[src/rtl/breakout_pixel_gen.sv]
// breakout_pixel_gen: Breakout game core (paddle, ball, bricks) with a registered
// 4-bit RGB pixel path and one-pixel-delayed sync outputs.
// Define BREAKOUT_BRICKS_EN to build the brick row; otherwise bricksLeft reads 0.
module breakout_pixel_gen (
    input  logic       clock,
    input  logic       reset,
    input  logic       pTick,
    input  logic       videoON,
    input  logic [9:0] pixelX,
    input  logic [9:0] pixelY,
    input  logic       hSync,
    input  logic       vSync,
    input  logic       btnLeft,
    input  logic       btnRight,
    input  logic       btnLaunch,
    output logic [3:0] vgaRed,
    output logic [3:0] vgaGreen,
    output logic [3:0] vgaBlue,
    output logic       hSyncDly,
    output logic       vSyncDly,
    output logic       ballLost,
    output logic [3:0] bricksLeft
);
    localparam int unsigned H_ACTIVE    = 640;
    localparam int unsigned V_ACTIVE    = 480;
    localparam int unsigned WALL_W      = 16;
    localparam int unsigned PADDLE_W    = 64;
    localparam int unsigned PADDLE_H    = 8;
    localparam int unsigned PADDLE_Y    = 448;
    localparam int unsigned PADDLE_V    = 4;
    localparam int unsigned BALL_SIZE   = 8;
    localparam int unsigned BALL_V      = 2;
    localparam int unsigned LOST_FRAMES = 60;
    localparam int unsigned PADDLE_MAX  = H_ACTIVE - WALL_W - PADDLE_W;

    localparam logic [1:0] S_SERVE = 2'd0;
    localparam logic [1:0] S_PLAY  = 2'd1;
    localparam logic [1:0] S_LOST  = 2'd2;

    logic [1:0]        state, state_nx;
    logic [9:0]        paddle_x, paddle_nx;
    logic [9:0]        ball_x, ball_x_nx, ball_y, ball_y_nx;
    logic              dx_neg, dx_neg_nx, dy_neg, dy_neg_nx;
    logic [5:0]        lost_cnt, lost_cnt_nx;
    logic              lost_nx;
    logic signed [10:0] vel_x, vel_y, sum_x, sum_y;
    logic              frame_tick_c, paddle_hit_c;
    logic              ball_px_c, paddle_px_c, wall_px_c, brick_px_c, brick_any_c;
    logic [11:0]       colour_c;

    assign frame_tick_c = pTick && (pixelX == 10'(0)) && (pixelY == 10'(V_ACTIVE + 1));

`ifdef BREAKOUT_BRICKS_EN
    localparam int unsigned NUM_BRICKS = 8;
    localparam int unsigned BRICK_W    = 76;
    localparam int unsigned BRICK_Y0   = 64;
    localparam int unsigned BRICK_Y1   = 80;

    logic [7:0] brick_map, brick_map_nx, brick_hit_c, brick_clr_c;
    logic [3:0] bricks_left;

    function automatic logic [3:0] popcnt8(input logic [7:0] v);
        logic [3:0] n;
        n = 4'd0;
        for (int i = 0; i < 8; i++) n = n + 4'(v[i]);
        return n;
    endfunction

    // Ball-box and current-pixel overlap against each live brick
    always_comb begin
        brick_hit_c = '0;
        brick_px_c  = 1'b0;
        for (int i = 0; i < NUM_BRICKS; i++) begin
            if (brick_map[i]
                && (ball_y + 10'(BALL_SIZE) > 10'(BRICK_Y0)) && (ball_y < 10'(BRICK_Y1))
                && (ball_x + 10'(BALL_SIZE) > 10'(WALL_W + BRICK_W * i))
                && (ball_x < 10'(WALL_W + BRICK_W * (i + 1))))
                brick_hit_c[i] = 1'b1;
            if (brick_map[i]
                && (pixelY >= 10'(BRICK_Y0)) && (pixelY < 10'(BRICK_Y1))
                && (pixelX >= 10'(WALL_W + BRICK_W * i))
                && (pixelX < 10'(WALL_W + BRICK_W * (i + 1))))
                brick_px_c = 1'b1;
        end
    end

    // Only the lowest-index overlapping brick is cleared
    assign brick_clr_c = brick_hit_c & (~brick_hit_c + 8'd1);
    assign brick_any_c = |brick_hit_c;
    assign bricksLeft  = bricks_left;
`else
    assign brick_px_c  = 1'b0;
    assign brick_any_c = 1'b0;
    assign bricksLeft  = 4'd0;
`endif

    assign paddle_hit_c = !dy_neg
        && (ball_y + 10'(BALL_SIZE) >= 10'(PADDLE_Y))
        && (ball_y + 10'(BALL_SIZE) < 10'(PADDLE_Y + PADDLE_H))
        && (ball_x < paddle_x + 10'(PADDLE_W))
        && (ball_x + 10'(BALL_SIZE) > paddle_x);

    // Next game state, evaluated once per frame tick
    always_comb begin
        state_nx    = state;
        paddle_nx   = paddle_x;
        ball_x_nx   = ball_x;
        ball_y_nx   = ball_y;
        dx_neg_nx   = dx_neg;
        dy_neg_nx   = dy_neg;
        lost_cnt_nx = lost_cnt;
        lost_nx     = 1'b0;
        vel_x       = '0;
        vel_y       = '0;
        sum_x       = '0;
        sum_y       = '0;
`ifdef BREAKOUT_BRICKS_EN
        brick_map_nx = brick_map;
`endif
        if (frame_tick_c) begin
            if (btnLeft && !btnRight)
                paddle_nx = (paddle_x >= 10'(WALL_W + PADDLE_V)) ? paddle_x - 10'(PADDLE_V) : 10'(WALL_W);
            else if (btnRight && !btnLeft)
                paddle_nx = (paddle_x <= 10'(PADDLE_MAX - PADDLE_V)) ? paddle_x + 10'(PADDLE_V) : 10'(PADDLE_MAX);

            case (state)
                S_SERVE: begin
                    ball_x_nx = paddle_nx + 10'(PADDLE_W / 2 - BALL_SIZE / 2);
                    ball_y_nx = 10'(PADDLE_Y - BALL_SIZE);
                    if (btnLaunch) begin
                        state_nx  = S_PLAY;
                        dx_neg_nx = 1'b0;
                        dy_neg_nx = 1'b1;
                    end
                end
                S_PLAY: begin
                    if (ball_y + 10'(BALL_SIZE) >= 10'(V_ACTIVE)) begin
                        state_nx    = S_LOST;
                        lost_nx     = 1'b1;
                        lost_cnt_nx = '0;
                    end else begin
                        if (ball_x <= 10'(WALL_W))
                            dx_neg_nx = 1'b0;
                        else if (ball_x + 10'(BALL_SIZE) >= 10'(H_ACTIVE - WALL_W))
                            dx_neg_nx = 1'b1;
                        if (ball_y <= 10'(WALL_W))
                            dy_neg_nx = 1'b0;
                        else if (brick_any_c)
                            dy_neg_nx = !dy_neg;
                        else if (paddle_hit_c)
                            dy_neg_nx = 1'b1;
`ifdef BREAKOUT_BRICKS_EN
                        brick_map_nx = brick_map & ~brick_clr_c;
`endif
                        vel_x     = dx_neg_nx ? -$signed(11'(BALL_V)) : $signed(11'(BALL_V));
                        vel_y     = dy_neg_nx ? -$signed(11'(BALL_V)) : $signed(11'(BALL_V));
                        sum_x     = $signed({1'b0, ball_x}) + vel_x;
                        sum_y     = $signed({1'b0, ball_y}) + vel_y;
                        ball_x_nx = 10'(sum_x);
                        ball_y_nx = 10'(sum_y);
                    end
                end
                S_LOST: begin
                    if (lost_cnt == 6'(LOST_FRAMES - 1)) begin
                        state_nx  = S_SERVE;
                        ball_x_nx = paddle_nx + 10'(PADDLE_W / 2 - BALL_SIZE / 2);
                        ball_y_nx = 10'(PADDLE_Y - BALL_SIZE);
`ifdef BREAKOUT_BRICKS_EN
                        brick_map_nx = 8'hFF;
`endif
                    end else begin
                        lost_cnt_nx = lost_cnt + 6'd1;
                    end
                end
                default: state_nx = S_SERVE;
            endcase
        end
    end

    // Game state register
    always_ff @(posedge clock) begin
        if (!reset) begin
            state    <= S_SERVE;
            paddle_x <= 10'((H_ACTIVE - PADDLE_W) / 2);
            ball_x   <= 10'((H_ACTIVE - PADDLE_W) / 2 + PADDLE_W / 2 - BALL_SIZE / 2);
            ball_y   <= 10'(PADDLE_Y - BALL_SIZE);
            dx_neg   <= 1'b0;
            dy_neg   <= 1'b1;
            lost_cnt <= '0;
            ballLost <= 1'b0;
`ifdef BREAKOUT_BRICKS_EN
            brick_map   <= 8'hFF;
            bricks_left <= 4'd8;
`endif
        end else begin
            state    <= state_nx;
            paddle_x <= paddle_nx;
            ball_x   <= ball_x_nx;
            ball_y   <= ball_y_nx;
            dx_neg   <= dx_neg_nx;
            dy_neg   <= dy_neg_nx;
            lost_cnt <= lost_cnt_nx;
            ballLost <= lost_nx;
`ifdef BREAKOUT_BRICKS_EN
            brick_map   <= brick_map_nx;
            bricks_left <= popcnt8(brick_map_nx);
`endif
        end
    end

    // Colour of the current pixel, ball over paddle over brick over wall
    always_comb begin
        ball_px_c   = (state != S_LOST)
                      && (pixelX >= ball_x) && (pixelX < ball_x + 10'(BALL_SIZE))
                      && (pixelY >= ball_y) && (pixelY < ball_y + 10'(BALL_SIZE));
        paddle_px_c = (pixelX >= paddle_x) && (pixelX < paddle_x + 10'(PADDLE_W))
                      && (pixelY >= 10'(PADDLE_Y)) && (pixelY < 10'(PADDLE_Y + PADDLE_H));
        wall_px_c   = (pixelX < 10'(WALL_W)) || (pixelX >= 10'(H_ACTIVE - WALL_W))
                      || (pixelY < 10'(WALL_W));
        if (ball_px_c)        colour_c = 12'hFFF;
        else if (paddle_px_c) colour_c = 12'h00F;
        else if (brick_px_c)  colour_c = 12'hF00;
        else if (wall_px_c)   colour_c = 12'h888;
        else                  colour_c = 12'h000;
    end

    // Pixel output and sync delay, advanced on each pixel tick
    always_ff @(posedge clock) begin
        if (!reset) begin
            {vgaRed, vgaGreen, vgaBlue} <= 12'h000;
            hSyncDly <= 1'b0;
            vSyncDly <= 1'b0;
        end else if (pTick) begin
            {vgaRed, vgaGreen, vgaBlue} <= videoON ? colour_c : 12'h000;
            hSyncDly <= hSync;
            vSyncDly <= vSync;
        end
    end
endmodule
[config.mk]
export PLATFORM = sky130hd
export DESIGN_NAME = breakout_pixel_gen
export DESIGN_NICKNAME = d
export VERILOG_FILES = /design/src/rtl/breakout_pixel_gen.sv
export SDC_FILE = /design/constraint.sdc
export NUM_CORES = 1
export LEC_CHECK = 0
export CAP_MARGIN = 15
export CORE_MARGIN = 2
export CORE_UTILIZATION = 60
export DETAILED_ROUTE_END_ITERATION = 7
export PLACE_DENSITY = 0.83
export REMOVE_ABC_BUFFERS = 1
export SYNTH_ARGS = -nofsm -noshare
export SYNTH_HDL_FRONTEND = slang
export SYNTH_SLANG_ARGS = --single-unit
[constraint.sdc]
create_clock -name clock -period 5.3 [get_ports clock]
set_input_delay 1.06 -clock clock [delete_from_list [all_inputs] [get_ports clock]]
set_output_delay 1.06 -clock clock [all_outputs]
set_load 0.02 [all_outputs]
==> results.tsv, run 1 <==
metric	value	unit
grt_start_max_net_pins	29	
pwr_density_cell	119	nW/um^2
n_fill_cell	752	
cts_hold_buf	0	
slowest_stage	dfxtp_1	
synth_cells	661	
finalSetupViolCount	0	
layout_commonest_cell	ha_1	
final_area	5780	um^2
grt_pass1_vias	5107	
ys_types	85	
rsz0062_at_grt	no	
synth_edf_count	0	
vias_per_cell	6.42	
seq_area_frac_synth	0.175	
cpMostUsedCell	ha_1	
port_buffers	43	
overflow	0	
cts_setup_buffers	0	
die_x	97.6	um
drt_iter0_markers	282	
dp.cells	787	
drv_cap	0	
end_kind	register	
gp_congestion	0.934	
tns	0	ns
io_pins	48	
crit_path_start_kind	register	
grt_pass1_wl	24400	um
worst-path-max-fanout	12	
r2r_cells	19	
drive_gt1_frac	0.0496	
grt_use_total	0.305	
hold_violations	0	
core_area	8590	um^2
syn_to_final_growth	9.85	%
ir_drop	0.0000770	V
whs_path_depth	2	
slowest_delay	0.56	ns
finalClockSkew	0.00659	ns
cts_resized	0	
crit_family	compound AO/OA/AOI/OAI gates	
antenna_found_initial	0	
slew_viol_final	0	
worstPathRequired	5.48	ns
leakage	2.37	nW
syn_area	5260	um^2
fin_cells	794	
r2r_end	ball_y[8]	
cts_buffers	5	
crit_type	reg -> reg	
syn_avg_cell_area	7.96	um^2
root_buffer	clkbuf_8	
clock_latency	0.31	ns
synth-async-reset-ratio	0	
vias	5097	
synth_largest_area_cell	ha_1	
yosysTopAreaCellShare	0.214	
dp_hpwl	11300	um
cts_tree	built	
maxSlewHeadroom	0.310	
core.rowCount	34	
fin_hold_ws	0.495	ns
ant_nets	0	
antenna_cells	0	
multi_input_area	3990	um^2
r2r-start	paddle_x[6]	
clock_sinks	46	
crit_buf_inv	3	
ff2ff_setup_slack	0.52	ns
cp.arrival	4.96	ns
cts.reportedPaths.clkPinSlew	0.09	ns
placed_area	5700	um^2
dieHeight	97.6	um
tightest_slew	1.03	ns
status	finished clean	
drc	0	
path_cells	inv_1, ha_1, inv_1, ha_1, a2111oi_0, o211ai_1, o21ai_0, a41oi_1, a31oi_1, buf_4, ha_1, a21o_1, a21oi_1, o21bai_1, a2111oi_0, nor3_1, xnor2_1, o21ai_0, o211ai_1	
start_util	0.612	
synth_flop_cell	dfxtp_1	
period_share	0.902	
register_area	921	um^2
clockBufferDepth	2	
nets	807	
ys_ff_latch	46	
layout_common_cells	ha_1 (90), inv_1 (49), nand2_1 (49)	
drt-pass1-iter-count	5	
htreeDepth	2	
fmax	209	MHz
min_path_type	reg -> reg	
wl_per_cell	18.3	um
yosysWarnings	0	
yosys-top-cells-area	ha_1 (21%), dfxtp_1 (18%), a21oi_1 (4.3%)	
min_from	lost_cnt[3]	
design.die.area	9530	um^2
whs_endpoint	lost_cnt[3]	
finalCriticalPeriod	4.78	ns
routed_wl	14600	um
-- kinds of logic (layout without fill, tap and decap cells) --
| family | count (synthesis) | count (layout) | synth area share |
|---|---|---|---|
| XOR/XNOR | 37 | 37 | 0.0630 |
| AO/OA/AOI/OAI | 171 | 171 | 0.227 |
| multiplexers | 4 | 4 | 0.00785 |
| buffers and inverters | 83 | 105 | 0.0704 |
| adder cells (fa/ha/maj) | 92 | 92 | 0.222 |
| other | 1 | 4 | 0.000713 |
| flip-flops | 46 | 46 | 0.175 |
| AND/OR/NAND/NOR | 227 | 227 | 0.234 |
-- worst max path at each step --
stage / start / end / slack (ns) / depth (start not counted)
final: paddle_x[6] / ball_y[8] / 0.52 / 19
after global routing: paddle_x[6] / ball_y[8] / 0.17 / 19
after CTS: paddle_x[6] / ball_y[8] / 0.62 / 19
after detailed placement: paddle_x[6] / ball_y[8] / 0.75 / 19
after global placement: ball_x[3] / ball_y[9] / 1.0 / 19
after floorplan: ball_x[3] / ball_y[9] / 0.92 / 18
-- layer usage --
layer | part of all wire | GRT usage | up-vias
li1 | - | - | 2453
met1 | 0.43 | 0.385 | 2415
met2 | 0.48 | 0.536 | 198
met3 | 0.065 | 0.0403 | 31
met4 | 0.023 | 0.100 | 0
met5 | 0 | 0 | -
-- tightest hold or removal path, stage by stage, from the launching register on --
cell and delay (ns):
dfxtp_1 0.34, nand2_1 0.06, a21oi_1 0.05
-- power breakdown --
part	internal (W)	switching [W]	leakage, nW
sequential	0.000347	0.00000105	0.372
combinational	0.0000528	0.0000655	1.96
clock	0.0000909	0.000130	0.0373
-- final cells by class --
type / count / share of cell area
flip-flops and latches: 46 / 0.159
multi-input cells: 535 / 0.690
clock inverters: 1 / 0.00130
well taps: 108 / 0.0234
inverters: 50 / 0.0325
clock buffers: 6 / 0.0126
repair buffers: 48 / 0.0810
-- state kept, by name, summed over array words and instances, names as in the netlist --
name and flops:
ball_x 10, paddle_x 10, ball_y 9, lost_cnt 6, state 2, vgaBlue 2
vgaRed 2, ballLost 1, dx_neg 1, dy_neg 1, hSyncDly 1, vSyncDly 1
-- synth_stat cells (4+ instances only) --
cell type	number
xor2_1	13
and2_1	4
nand3_1	24
a21oi_1	45
nor2_1	47
o21a_1	5
o31ai_1	5
o21ai_0	26
nand2b_1	15
nand4_1	11
a31oi_1	9
nor3_1	19
a21o_1	14
a211oi_1	6
buf_2	7
buf_4	13
o211ai_1	13
o22ai_1	6
xnor2_1	23
or4_1	5
nand2_1	49
nor2b_1	11
dfxtp_1	46
clkbuf_1	10
inv_1	49
ha_1	90
nor4_1	9
-- stage by stage --
stage / worst slack (ns) / power, W / util
after floorplan: 0.919 / 0.000415 / -
after global placement: 0.996 / 0.000468 / 0.663
after detailed placement: 0.746 / 0.000472 / 0.663
after CTS: 0.617 / 0.000687 / 0.673
after global routing: 0.172 / 0.000710 / 0.673
final: 0.521 / 0.000687 / 0.673
No activity file was read; power rests on OpenSTA's default activity.
==> inputs of run 2 (changes only) <==
--- a/config.mk
+++ b/config.mk
@@ -10,7 +10,6 @@
 export CORE_UTILIZATION = 60
 export DETAILED_ROUTE_END_ITERATION = 7
 export PLACE_DENSITY = 0.83
-export REMOVE_ABC_BUFFERS = 1
 export SYNTH_ARGS = -nofsm -noshare
 export SYNTH_HDL_FRONTEND = slang
 export SYNTH_SLANG_ARGS = --single-unit
==> run 2 against run 1 <==
Net effect:
- maximum frequency rose by 0.94%
- non-clock buffer count did not move
- global-route usage rose by 0.18 points
- power rose by 3.6%
- sequential power barely moved
- clock power rose by 11%
- final cell count rose by 0.13%
- clock skew rose by 0.0023 ns
- via count fell by 0.18%
- combinational power barely moved
==> results.tsv, run 2 (synthesized netlist as in run 1, its figures left out) <==
metric	value	unit
core.rowCount	34	
cts_hold_buf	0	
grt_pass1_wl	24300	um
clock_latency	0.32	ns
cp.arrival	4.97	ns
critPathCapture	ball_y[9]	
hold_violations	0	
crit_path_start_kind	register	
slowest_stage	dfxtp_1	
startpoint	paddle_x[6]	
cts_buffers	5	
gp_congestion	0.920	
power	0.000712	W
r2r_cells	18	
fmax	211	MHz
worst-path-max-fanout	12	
port_buffers	43	
slew_viol_final	0	
finalClockSkew	0.00893	ns
cts_setup_buffers	0	
cts_resized	0	
finalSetupViolCount	0	
grt_pass1_vias	5090	
cts_tree	built	
ir_drop	0.000106	V
drt-pass1-iter-count	4	
nets	807	
n_fill_cell	726	
dp_slack	0.715	ns
drc	0	
dp.cells	787	
timing.final.ws_setup	0.565	ns
finalCriticalPeriod	4.74	ns
htreeDepth	2	
start_util	0.612	
vias_per_cell	6.40	
largestRegisters	ball_x (10), paddle_x (10), ball_y (9)	
min_path_type	reg -> reg	
routed_wl	14400	um
rsz0062_at_grt	no	
multi_input_area	3990	um^2
slowest_delay	0.59	ns
status	finished clean	
pwr_density_cell	123	nW/um^2
die_x	97.6	um
drive_gt1_frac	0.0524	
tns	0	ns
overflow	0	
core_area	8590	um^2
period_share	0.893	
r2r_end	ball_y[9]	
drv_cap	0	
cts.reportedPaths.clkPinSlew	0.11	ns
clockBufferDepth	2	
antenna_found_initial	0	
worstPathRequired	5.54	ns
io_pins	48	
grt_use_total	0.307	
layout_commonest_cell	ha_1	
maxSlewHeadroom	0.345	
vias	5088	
leakage	2.38	nW
layout_common_cells	ha_1 (90), inv_1 (49), nand2_1 (49)	
register_area	921	um^2
root_buffer	clkbuf_8	
r2r-start	paddle_x[6]	
design.die.area	9530	um^2
wl_per_cell	18.1	um
crit_type	reg -> reg	
cpMostUsedCell	ha_1	
syn_to_final_growth	10.2	%
ant_nets	0	
dp_hpwl	11500	um
grt_start_max_net_pins	29	
crit_buf_inv	3	
ff2ff_setup_slack	0.56	ns
fin_cells	795	
path_cells	inv_1, ha_1, inv_1, ha_1, a2111oi_0, o211ai_1, o21ai_0, a41oi_1, a31oi_1, buf_4, ha_1, a21oi_1, nor2_1, nor2_1, o21ai_0, o41a_1, or4_1, o2111ai_1	
clock_sinks	46	
antenna_cells	0	
tightest_slew	0.980	ns
dieHeight	97.6	um
crit_family	compound AO/OA/AOI/OAI gates	
end_kind	register	
path_depth	18	
drt_iter0_markers	194	
## run 2: cell types whose count changed in the layout (fill, tap and decap cells not counted)
cell / delta
clkbuf_1: -1
inv_6: +1
inv_8: +1
## run 2: final cells by class
class                           count  share of cell area
Sequential cell                    46               0.159
Tap cell                          108              0.0233
Clock buffer                        5              0.0119
Multi-Input combinational cell    535               0.688
Clock inverter                      3             0.00475
Timing Repair Buffer               48              0.0807
Inverter                           50              0.0324
## run 2: worst min path at each step
stage / startpoint / endpoint / slack, ns / cells after the start
floorplan: lost_cnt[3] / lost_cnt[3] / 0.45 / 2
global route: vgaBlue[2] / vgaBlue[2] / 0.53 / 2
detailed placement: lost_cnt[3] / lost_cnt[3] / 0.47 / 2
global placement: lost_cnt[3] / lost_cnt[3] / 0.46 / 2
finish: lost_cnt[3] / lost_cnt[3] / 0.49 / 2
CTS: lost_cnt[3] / lost_cnt[3] / 0.49 / 2
## run 2: through the flow
step | util | area (um^2) | hold WS (ns)
floorplan | - | 5270 | 0.449
global route | 0.674 | 5800 | 0.534
detailed placement | 0.663 | 5700 | 0.474
CTS | 0.674 | 5800 | 0.490
finish | 0.674 | 5800 | 0.490
global placement | 0.663 | 5700 | 0.462
## run 2: per-layer routing
metal | up-vias | wire [um] | part of all wire | global-route usage
met5 | - | 0 | 0 | 0
met4 | 0 | 410 | 0.028 | 0.101
met3 | 39 | 707 | 0.049 | 0.0453
met2 | 156 | 6980 | 0.49 | 0.531
met1 | 2421 | 6290 | 0.44 | 0.391
li1 | 2472 | - | - | -
## run 2: where the power goes
| group | switching (W) | internal [W] | total, W |
|---|---|---|---|
| clock | 0.000148 | 0.0000982 | 0.000246 |
| sequential | 0.00000106 | 0.000347 | 0.000348 |
| combinational | 0.0000649 | 0.0000527 | 0.000118 |
## run 2: tightest hold or removal path: cells and delay by family (launching register included)
family,cells,cell delay [ns]
compound gates,1,0.05
flops,1,0.34
simple gates,1,0.06
